--- src/rtl/cpu_io_bridge_pkg.sv ---
// Shared decode constants and read-return select encoding for the CPU I/O bridge.
package cpu_io_bridge_pkg;

   localparam logic [1:0] IO_TAG      = 2'b11;
   localparam logic [2:0] IO_RX_TX    = 3'h0;
   localparam logic [2:0] IO_CLK_STOP = 3'h4;

   typedef enum logic [2:0] {
      SEL_RAM,
      SEL_RX,
      SEL_CNT0,
      SEL_CNT1,
      SEL_CNT2,
      SEL_CNT3
   } sel_t;

   // Unmapped I/O offsets fall back to SEL_RX with a zero byte latched alongside.
   function automatic sel_t decode_sel(input logic io, input logic [2:0] off);
      sel_t s;
      if (!io) begin
         s = SEL_RAM;
      end else begin
         case (off)
            3'h4:    s = SEL_CNT0;
            3'h5:    s = SEL_CNT1;
            3'h6:    s = SEL_CNT2;
            3'h7:    s = SEL_CNT3;
            default: s = SEL_RX;
         endcase
      end
      return s;
   endfunction

endpackage

--- src/rtl/cpu_io_bridge_if.sv ---
// Bus bundle between the CPU/RAM/UART environment (master) and the bridge (slave).
interface cpu_io_bridge_if;

   logic [31:0] cpu_a;
   logic [7:0]  cpu_dout;
   logic        cpu_wr;
   logic [7:0]  cpu_din;
   logic        io_buffer_full;
   logic [16:0] ram_a;
   logic [7:0]  ram_dout;
   logic        ram_we;
   logic [7:0]  ram_din;
   logic [7:0]  rx_data;
   logic        rx_valid;
   logic        rx_pop;
   logic [7:0]  tx_data;
   logic        tx_valid;
   logic        tx_ready;
   logic        program_stop;
   logic        overflow_err;

   modport master (
      output cpu_a, cpu_dout, cpu_wr, ram_din, rx_data, rx_valid, tx_ready,
      input  cpu_din, io_buffer_full, ram_a, ram_dout, ram_we, rx_pop,
             tx_data, tx_valid, program_stop, overflow_err
   );

   modport slave (
      input  cpu_a, cpu_dout, cpu_wr, ram_din, rx_data, rx_valid, tx_ready,
      output cpu_din, io_buffer_full, ram_a, ram_dout, ram_we, rx_pop,
             tx_data, tx_valid, program_stop, overflow_err
   );

endinterface

--- src/rtl/io_tx_fifo.sv ---
// Circular byte FIFO; a push into a full FIFO is accepted only when a pop frees a slot that cycle.
module io_tx_fifo #(
   parameter int FIFO_AW = 3
) (
   input  logic             clk,
   input  logic             rst_n,
   input  logic             push,
   input  logic [7:0]       din,
   input  logic             pop,
   output logic [7:0]       dout,
   output logic [FIFO_AW:0] count,
   output logic             full,
   output logic             empty
);

   localparam int DEPTH = 1 << FIFO_AW;
   localparam logic [FIFO_AW-1:0] PTR_ONE = {{(FIFO_AW-1){1'b0}}, 1'b1};
   localparam logic [FIFO_AW:0]   CNT_ONE = {{FIFO_AW{1'b0}}, 1'b1};

   logic [7:0]         mem [DEPTH];
   logic [FIFO_AW-1:0] wr_ptr;
   logic [FIFO_AW-1:0] rd_ptr;
   logic               do_push;
   logic               do_pop;

   assign empty   = (count == '0);
   assign full    = count[FIFO_AW];
   assign do_pop  = pop & ~empty;
   assign do_push = push & (~full | do_pop);
   assign dout    = mem[rd_ptr];

   always_ff @(posedge clk) begin
      if (do_push) mem[wr_ptr] <= din;
   end

   always_ff @(posedge clk or negedge rst_n) begin
      if (!rst_n) begin
         wr_ptr <= '0;
         rd_ptr <= '0;
         count  <= '0;
      end else begin
         if (do_push) wr_ptr <= wr_ptr + PTR_ONE;
         if (do_pop)  rd_ptr <= rd_ptr + PTR_ONE;
         case ({do_push, do_pop})
            2'b10:   count <= count + CNT_ONE;
            2'b01:   count <= count - CNT_ONE;
            default: count <= count;
         endcase
      end
   end

endmodule

--- src/rtl/cpu_io_bridge.sv ---
// Splits CPU accesses between RAM and the I/O page: UART TX/RX, cycle counter with
// coherent snapshot, and program-stop sequencing once queued output has drained.
module cpu_io_bridge
   import cpu_io_bridge_pkg::*;
#(
   parameter int FIFO_AW = 3,
   parameter int CNT_W   = 32
) (
   input  logic           clk_in,
   input  logic           rst_in,
   input  logic           rdy_in,
   cpu_io_bridge_if.slave bus
);

   localparam int DEPTH = 1 << FIFO_AW;
   localparam logic [CNT_W-1:0] CNT_ONE = {{(CNT_W-1){1'b0}}, 1'b1};

   logic             io;
   logic [2:0]       io_reg;
   logic             stop_wr;
   logic             push;
   logic             pop;
   logic [7:0]       push_data;
   logic [FIFO_AW:0] fifo_count;
   logic             fifo_full;
   logic             fifo_empty;
   logic             unused_addr;

   logic             rd_q;
   logic             hold_q;
   sel_t             sel_q;
   logic [7:0]       rx_q;
   logic [7:0]       last_din;
   logic [7:0]       live_din;
   logic [7:0]       din_out;
   logic             rx_pop_q;
   logic [CNT_W-1:0] counter;
   logic [CNT_W-1:0] snapshot;
   logic [31:0]      snap_w;
   logic             stop_pending;
   logic             stop_q;
   logic             overflow_q;
   logic             full_q;

   assign io          = (bus.cpu_a[17:16] == IO_TAG);
   assign io_reg      = bus.cpu_a[2:0];
   assign unused_addr = ^bus.cpu_a[31:18];

   assign bus.ram_a    = bus.cpu_a[16:0];
   assign bus.ram_dout = bus.cpu_dout;
   assign bus.ram_we   = bus.cpu_wr & ~io & rdy_in;

   assign stop_wr   = rdy_in & bus.cpu_wr & io & ~stop_pending & (io_reg == IO_CLK_STOP);
   assign push      = stop_wr | (rdy_in & bus.cpu_wr & io & ~stop_pending &
                                 (io_reg == IO_RX_TX) & (bus.cpu_dout != 8'h00));
   assign push_data = stop_wr ? 8'h00 : bus.cpu_dout;
   assign pop       = ~fifo_empty & bus.tx_ready;

   io_tx_fifo #(.FIFO_AW(FIFO_AW)) u_tx_fifo (
      .clk   (clk_in),
      .rst_n (rst_in),
      .push  (push),
      .din   (push_data),
      .pop   (pop),
      .dout  (bus.tx_data),
      .count (fifo_count),
      .full  (fifo_full),
      .empty (fifo_empty)
   );

   assign bus.tx_valid = ~fifo_empty;
   assign snap_w       = 32'(snapshot);

   // CNT0 reads come from the snapshot, which captured the counter on that same edge.
   always_comb begin
      live_din = 8'h00;
      if (rd_q) begin
         case (sel_q)
            SEL_RAM:  live_din = bus.ram_din;
            SEL_RX:   live_din = rx_q;
            SEL_CNT0: live_din = snap_w[7:0];
            SEL_CNT1: live_din = snap_w[15:8];
            SEL_CNT2: live_din = snap_w[23:16];
            SEL_CNT3: live_din = snap_w[31:24];
            default:  live_din = 8'h00;
         endcase
      end
   end

   assign din_out = hold_q ? last_din : live_din;

   always_ff @(posedge clk_in or negedge rst_in) begin
      if (!rst_in) begin
         rd_q         <= 1'b0;
         hold_q       <= 1'b0;
         sel_q        <= SEL_RAM;
         rx_q         <= 8'h00;
         last_din     <= 8'h00;
         rx_pop_q     <= 1'b0;
         counter      <= '0;
         snapshot     <= '0;
         stop_pending <= 1'b0;
         stop_q       <= 1'b0;
         overflow_q   <= 1'b0;
         full_q       <= 1'b0;
      end else begin
         hold_q   <= ~rdy_in;
         last_din <= din_out;
         rx_pop_q <= rdy_in & ~bus.cpu_wr & io & (io_reg == IO_RX_TX) & bus.rx_valid;
         full_q   <= (int'(fifo_count) >= DEPTH - 2);
         if (push & fifo_full & ~pop)                 overflow_q   <= 1'b1;
         if (stop_pending & fifo_empty & ~push)       stop_q       <= 1'b1;
         if (stop_wr)                                 stop_pending <= 1'b1;
         if (rdy_in) begin
            counter <= counter + CNT_ONE;
            rd_q    <= ~bus.cpu_wr;
            if (!bus.cpu_wr) begin
               sel_q <= decode_sel(io, io_reg);
               rx_q  <= (io & (io_reg == IO_RX_TX) & bus.rx_valid) ? bus.rx_data : 8'h00;
               if (io & (io_reg == IO_CLK_STOP)) snapshot <= counter;
            end
         end
      end
   end

   assign bus.cpu_din        = din_out;
   assign bus.rx_pop         = rx_pop_q;
   assign bus.io_buffer_full = full_q;
   assign bus.program_stop   = stop_q;
   assign bus.overflow_err   = overflow_q;

endmodule

--- src/flat_wrapper.sv ---
// flat-port wrapper written by rule: the top's interface ports become plain ports
module cpu_io_bridge_flat import cpu_io_bridge_pkg::*;
#(
   parameter int FIFO_AW = 3,
   parameter int CNT_W   = 32
)
  (clk_in, rst_in, rdy_in, bus_cpu_a, bus_cpu_dout, bus_cpu_wr, bus_ram_din, bus_rx_data, bus_rx_valid, bus_tx_ready, bus_cpu_din, bus_io_buffer_full, bus_ram_a, bus_ram_dout, bus_ram_we, bus_rx_pop, bus_tx_data, bus_tx_valid, bus_program_stop, bus_overflow_err);
  cpu_io_bridge_if bus_i ();
  input  logic clk_in;
  input  logic rst_in;
  input  logic rdy_in;
  input wire logic [$bits(bus_i.cpu_a)-1:0] bus_cpu_a;
  input wire logic [$bits(bus_i.cpu_dout)-1:0] bus_cpu_dout;
  input wire logic [$bits(bus_i.cpu_wr)-1:0] bus_cpu_wr;
  input wire logic [$bits(bus_i.ram_din)-1:0] bus_ram_din;
  input wire logic [$bits(bus_i.rx_data)-1:0] bus_rx_data;
  input wire logic [$bits(bus_i.rx_valid)-1:0] bus_rx_valid;
  input wire logic [$bits(bus_i.tx_ready)-1:0] bus_tx_ready;
  output wire logic [$bits(bus_i.cpu_din)-1:0] bus_cpu_din;
  output wire logic [$bits(bus_i.io_buffer_full)-1:0] bus_io_buffer_full;
  output wire logic [$bits(bus_i.ram_a)-1:0] bus_ram_a;
  output wire logic [$bits(bus_i.ram_dout)-1:0] bus_ram_dout;
  output wire logic [$bits(bus_i.ram_we)-1:0] bus_ram_we;
  output wire logic [$bits(bus_i.rx_pop)-1:0] bus_rx_pop;
  output wire logic [$bits(bus_i.tx_data)-1:0] bus_tx_data;
  output wire logic [$bits(bus_i.tx_valid)-1:0] bus_tx_valid;
  output wire logic [$bits(bus_i.program_stop)-1:0] bus_program_stop;
  output wire logic [$bits(bus_i.overflow_err)-1:0] bus_overflow_err;
  assign bus_i.cpu_a = bus_cpu_a;
  assign bus_i.cpu_dout = bus_cpu_dout;
  assign bus_i.cpu_wr = bus_cpu_wr;
  assign bus_i.ram_din = bus_ram_din;
  assign bus_i.rx_data = bus_rx_data;
  assign bus_i.rx_valid = bus_rx_valid;
  assign bus_i.tx_ready = bus_tx_ready;
  assign bus_cpu_din = bus_i.cpu_din;
  assign bus_io_buffer_full = bus_i.io_buffer_full;
  assign bus_ram_a = bus_i.ram_a;
  assign bus_ram_dout = bus_i.ram_dout;
  assign bus_ram_we = bus_i.ram_we;
  assign bus_rx_pop = bus_i.rx_pop;
  assign bus_tx_data = bus_i.tx_data;
  assign bus_tx_valid = bus_i.tx_valid;
  assign bus_program_stop = bus_i.program_stop;
  assign bus_overflow_err = bus_i.overflow_err;
  cpu_io_bridge #(.FIFO_AW(FIFO_AW), .CNT_W(CNT_W)) u_core (.clk_in(clk_in), .rst_in(rst_in), .rdy_in(rdy_in), .bus(bus_i));
endmodule
--- config.mk ---
export PLATFORM = sky130hd
export DESIGN_NAME = cpu_io_bridge_flat
export DESIGN_NICKNAME = d
export VERILOG_FILES = /design/src/rtl/cpu_io_bridge_pkg.sv /design/src/rtl/cpu_io_bridge_if.sv /design/src/rtl/io_tx_fifo.sv /design/src/rtl/cpu_io_bridge.sv /design/src/flat_wrapper.sv
export SDC_FILE = /design/constraint.sdc
export NUM_CORES = 1
export LEC_CHECK = 0
export CAP_MARGIN = 20
export CORE_ASPECT_RATIO = 0.5
export CORE_MARGIN = 4
export CORE_UTILIZATION = 40
export CTS_CLUSTER_DIAMETER = 120
export DETAILED_ROUTE_END_ITERATION = 10
export GPL_TIMING_DRIVEN = 0
export SKIP_CTS_REPAIR_TIMING = 1
export SLEW_MARGIN = 20
export SYNTH_ARGS = -nofsm -noshare
export SYNTH_HDL_FRONTEND = slang
export SYNTH_SLANG_ARGS = --single-unit
--- constraint.sdc ---
create_clock -name clk_in -period 2.83 [get_ports clk_in]
set_clock_uncertainty 0.2 [all_clocks]
set_input_delay 0.566 -clock clk_in [delete_from_list [all_inputs] [get_ports clk_in]]
set_output_delay 0.566 -clock clk_in [all_outputs]
set_load 0.05 [all_outputs]
; ---- Word level (Yosys, flattened, before mapping)
; Memories as Yosys holds them, arrays and structs flattened.
; Index checks and enable logic that the tools add are counted.
[word_totals]
inputBits = 62
out_inout_bits = 47
elab_cells = 83
regBits = 100
ramBits = 64
n_memories = 1
[memory_table]
columns = memory, depth, width, read_ports, rd_clocked_by_memory_dff, write_ports, line
row1 = u_core.u_tx_fifo.mem, 8, 8, 1, 0, 1, io_tx_fifo.sv:20  ; logic [7:0] mem [DEPTH];
[classes]
n_reduce_logical = 7
bitwise = 32
order_cmp = 1
n_mux = 10
addsub = 5
n_eq_ne = 12
[ops]
columns = cell, n
row1 = 8-bit one-hot mux with 6 select lines, 1
row2 = "32-bit by 1-bit adder with 32-bit output, second input constant", 1
row3 = 8-bit two-way mux, 4
row4 = 1-bit AND, 22
row5 = "3-bit equality test, second input constant", 6
row6 = 3-bit one-hot mux with 4 select lines, 1
row7 = 1-bit NOT, 8
row8 = 4-bit one-hot mux with 2 select lines, 1
row9 = 8-bit nonzero test, 1
row10 = "3-bit by 1-bit adder with 3-bit output, second input constant", 2
row11 = "3-bit by 2-bit equality test with 1-bit output, second input constant", 2
row12 = 3-bit logical NOT, 2
row13 = "4-bit by 1-bit adder with 4-bit output, second input constant", 1
row14 = "2-bit equality test, second input constant", 2
row15 = "4-bit by 3-bit >= comparator with 1-bit output, second input constant", 1
row16 = 4-bit logical NOT, 1
row17 = "4-bit by 1-bit subtractor with 4-bit output, second input constant", 1
row18 = "3-bit by 1-bit equality test with 1-bit output, second input constant", 1
row19 = 3-bit two-way mux, 1
row20 = 3-bit AND reduction, 1
row21 = "2-bit by 1-bit equality test with 1-bit output, second input constant", 1
row22 = 1-bit two-way mux, 2
row23 = 1-bit bitwise OR, 2
row24 = 2-bit AND reduction, 1
row25 = 2-bit nonzero test, 1

; ---- Logic depth before layout (Yosys ltp)
[logic_depth]
word_depth = 9
depth_mapped = 12
mapped_depth_nobuf = 10

; ---- Cells and area by module
; Synthesis repeated with hierarchy kept, for this count alone.
[unflattened]
hier_cells = 514
hier_area_um2 = 7495.9
[modules_own_cells]
columns = module, n_inst, seq_area_each_um2, cells_each, area_each_um2
row1 = cpu_io_bridge, 1, 2252.2, 355, 4370.4
row2 = io_tx_fifo, 1, 2172.1, 159, 3125.5

; ---- Worst setup path after synthesis
; No wires, ideal clock.
[synth_path]
path_type = input to register
from = input rdy_in
to = memory u_core.u_tx_fifo.mem[2][0] (enable)
t_arrival_ns = 2.443
stages = 6
setup_slack_ns = -0.211
setup_ns = 0.398
n_path_buf = 2
t_required_ns = 2.232
path_cell_list = buf_6 > nand2_1 > nor4_1 > nand3_1 > buf_2 > nor4b_1
[synth_between]
elab_chain_cells = 9
[synth_rtl]
columns = item, line
row1 = from (decl), flat_wrapper.sv:11  ; input logic rdy_in;
row2 = 1-bit AND * (3 in a row), "cpu_io_bridge.sv:53, cpu_io_bridge.sv:54"
row3 = 1-bit AND, cpu_io_bridge.sv:54  ; assign push = stop_wr | (rdy_in & bus.cpu_wr & io & ~stop_pending &
row4 = 1-bit AND, cpu_io_bridge.sv:55  ; (io_reg == IO_RX_TX) & (bus.cpu_dout != 8'h00));
row5 = 1-bit bitwise OR *, cpu_io_bridge.sv:54
row6 = 1-bit AND *, io_tx_fifo.sv:29  ; assign do_push = push & (~full | do_pop);
row7 = 1-bit two-way mux *, io_tx_fifo.sv:33  ; if (do_push) mem[wr_ptr] <= din;
row8 = 1-bit two-way mux (implied by the code) *, io_tx_fifo.sv:33
row9 = to (decl), io_tx_fifo.sv:20
; Every way passes the cells marked *; elsewhere a longest branch is shown, timed or not.

; ---- Worst setup path after layout
[layout_path]
from = register u_core.sel_q[0]
to = output bus_cpu_din[5]
[layout_between]
elab_chain_cells = 4
[layout_rtl]
columns = item, line
row1 = from (decl), cpu_io_bridge.sv:31  ; sel_t sel_q;
row2 = from (signal assigned), cpu_io_bridge.sv:118  ; sel_q <= decode_sel(io, io_reg);
row3 = "3-bit equality test, or another cell as far along", cpu_io_bridge.sv:78  ; case (sel_q)
row4 = 8-bit one-hot mux with 6 select lines *, cpu_io_bridge.sv:78
row5 = 8-bit two-way mux *, cpu_io_bridge.sv:77  ; if (rd_q) begin
row6 = 8-bit two-way mux *, cpu_io_bridge.sv:90  ; assign din_out = hold_q ? last_din : live_din;
row7 = to (decl), flat_wrapper.sv:19  ; output wire logic [$bits(bus_i.cpu_din)-1:0] bus_cpu_din;
; Marks and branches as above.

==> metrics <==
final core occ a little over half; crit path DAT 2.13 ns; GP Congestion 0.762; Worst Path Max Fanout 5; DR vias/cell 5.13; vias in the first global route approximately 4500; initial antenna violation count 0; Core Region 17700 µm²; CTS clk-pin slew, worst paths 0.06 ns; Mapped Nets 576; fin nets ~700; Post-synth top cells 100 x dfrtp_1, 64 x edfxtp_1, 28 x xnor2_1; first-pass GRT wire length between 20000 and 30000 µm; Max Buffers Root-to-Sink 2; total of fill cells in the finished design 1426; io pins 109; DIE WIDTH about 200 µm; Clk Tree Root Cell clkbuf_16; dpl ws -0.915 ns; Pleak 4.08 nW; post-synthesis area per instance 14.5 µm²; #FFs+latches synth 164; Power Total 7.53 mW; Remaining DRCs 0; Synth top area share 33.9%; Power Density 777 nW/µm²; failing checks setup timing; multi-input logic area 2820 µm²; Clock Sink Count 164; Cell Area, Placed 8600 µm²; Crit Path Category reg -> out; fraction of layout cells with a size suffix above 1 33.6%; later-pin clock latency in the skew report around 0.42 ns; most instantiated library cell after synthesis dfrtp_1; storage element area around 4400 µm²; Routed Antenna Nets 0; gr ovfl total 0; number of max-cap violations 0; unrepaired setup endpoints after global routing true; placed cell count 829; CTS Buf Count 17; crit path time final 2.90 ns; Syn Inst Count 508; design area 9700 µm²; Final Cycle Share 102%; drt total wl 16400 µm; Ys Warns 0; Synth area leader dfrtp_1; final setup fails 4; WP data required 2.06 ns; mapped cell area 7380 µm²; Starting DRT DRC Count 267; Post-synth EDFFs 64; final hold vios 0; PortBufs 80; Peak supply drop 0.412 mV; final worst slack -0.0664 ns; die height 104 µm; drt wl/cell 18.6 µm; measured slew at the worst slew-check pin 0.856 ns; Area contributors post-synth dfrtp_1 34%, edfxtp_1 26%, mux4_2 5.8%, mux2_4 5.3%, mux2_2 3.7%; Row Count 34; DRT Pass-1 Iters 5; part of the Yosys area used for sequential elements 60.0%; die area ~21000 µm²; Slew Viols, Final 0; DR vias between 4000 and 5000; Area Growth Syn to Fin 31.5%; Worst Hold Class in -> reg; outcome complete, but fails checks; ant diodes 0; final cell count without fillers 880; Initial Util between 40% and 50%; worst hold slack 0.164 ns; Synth Flop Type dfrtp_1; Setup crit start kind flip-flop; Fin Setup TNS -0.105 ns; Setup crit end kind output port; Max-Slew Margin vs Limit 42.5%; H-tree Lvls 4; pin count of the biggest net entering global routing 80; HPWL Detailed 11500 µm; fraction of registers with async set/reset between 60% and 70%; synth unique cells 48; CTS tree done; fmax 345 MHz; Total Routing Usage GR 15.8%
sequential cells by signal, indices dropped and copies added (netlist names):
| register | cells |
|---|---|
| u_core.bus.io_buffer_full | 1 |
| u_core.stop_pending | 1 |
| u_core.sel_q | 3 |
| u_core.rx_q | 8 |
| u_core.bus.overflow_err | 1 |
| u_core.bus.program_stop | 1 |
| u_core.u_tx_fifo.rd_ptr | 3 |
| u_core.hold_q | 1 |
| u_core.rd_q | 1 |
| u_core.counter | 32 |
| u_core.last_din | 8 |
| u_core.u_tx_fifo.count | 4 |
| u_core.bus.rx_pop | 1 |
| u_core.snap_w | 32 |
| u_core.u_tx_fifo.wr_ptr | 3 |
| u_core.u_tx_fifo.mem | 64 |
kinds of logic (layout without fill, tap and decap cells):
logic type | Yosys count | count (layout) | synth area share (%)
compound gates | 45 | 45 | 4.31
flops | 164 | 164 | 60.0
xor+xnor | 40 | 40 | 4.75
simple gates | 121 | 121 | 9.31
fa+ha+maj | 6 | 6 | 1.02
buf+inv | 56 | 194 | 4.92
mux | 76 | 76 | 15.7
worst paths after layout:
path / from / to / slack, ns / cells past startpoint
max in group asynchronous: rst_in / u_core.sel_q[2]$_DFFE_PN0P_ / 1.38 / 3
min in group asynchronous: rst_in / u_core.counter[5]$_DFFE_PN0P_ / 0.36 / 2
max: u_core.sel_q[0]$_DFFE_PN0P_ / bus_cpu_din[5] / -0.07 / 6
min reg2reg: u_core.counter[31]$_DFFE_PN0P_ / u_core.counter[31]$_DFFE_PN0P_ / 0.28 / 1
min: rdy_in / u_core.hold_q$_DFF_PN0_ / 0.16 / 2
max reg2reg: u_core.u_tx_fifo.count[0]$_DFFE_PN0P_ / u_core.u_tx_fifo.count[2]$_DFFE_PN0P_ / 0.14 / 10
critical path, stage by stage (launching register included):
cell and delay (ns):
dfrtp_2 0.45, buf_6 0.14, buf_12 0.14, mux2_4 0.31
a222oi_1 0.33, o21ai_1 0.17, buf_6 0.18
cell type report:
| cell class | instances | area share [%] |
|---|---|---|
| plain buffers | 47 | 4.19 |
| clock buffers | 18 | 4.43 |
| clock inverters | 14 | 1.96 |
| inverters | 8 | 0.310 |
| multi-input cells | 288 | 29.1 |
| flip-flops and latches | 164 | 45.6 |
| well taps | 234 | 3.02 |
| repair buffers | 107 | 11.4 |
power by group:
part           internal [mW]  switching [mW]
registers               2.65           0.183
clock network           1.42           0.994
logic                   1.10            1.19
total                   5.16            2.37
layout by cell type (no fill, tap or decap), types with 4 or more instances in the layout:
master	n
clkdlybuf4s50_1	51
edfxtp_1	64
inv_6	4
a21oi_1	4
clkbuf_1	4
nand2b_1	4
ha_1	5
a22o_1	10
clkbuf_16	19
buf_6	21
mux2i_1	5
xnor2_1	28
buf_4	45
dfrtp_1	98
buf_8	5
mux2_2	18
nand2_1	23
o21ai_1	5
buf_12	4
buf_2	6
o21ai_0	5
xor2_1	12
and2_1	11
inv_1	8
nor4_4	5
nor3_1	7
buf_1	4
mux2_4	32
nand4_1	14
dlymetal6s2s_1	9
mux4_2	19
nand3_1	13
nor2_1	16
metal layers:
metal	vias up	GRT usage [%]	part of all wire, %
met5	-	0	0
met4	0	4.36	0.90
met3	14	2.91	3.2
met2	74	25.7	49
met1	2313	21.8	47
li1	2116	-	-
Power figures use the tool's default switching activity.
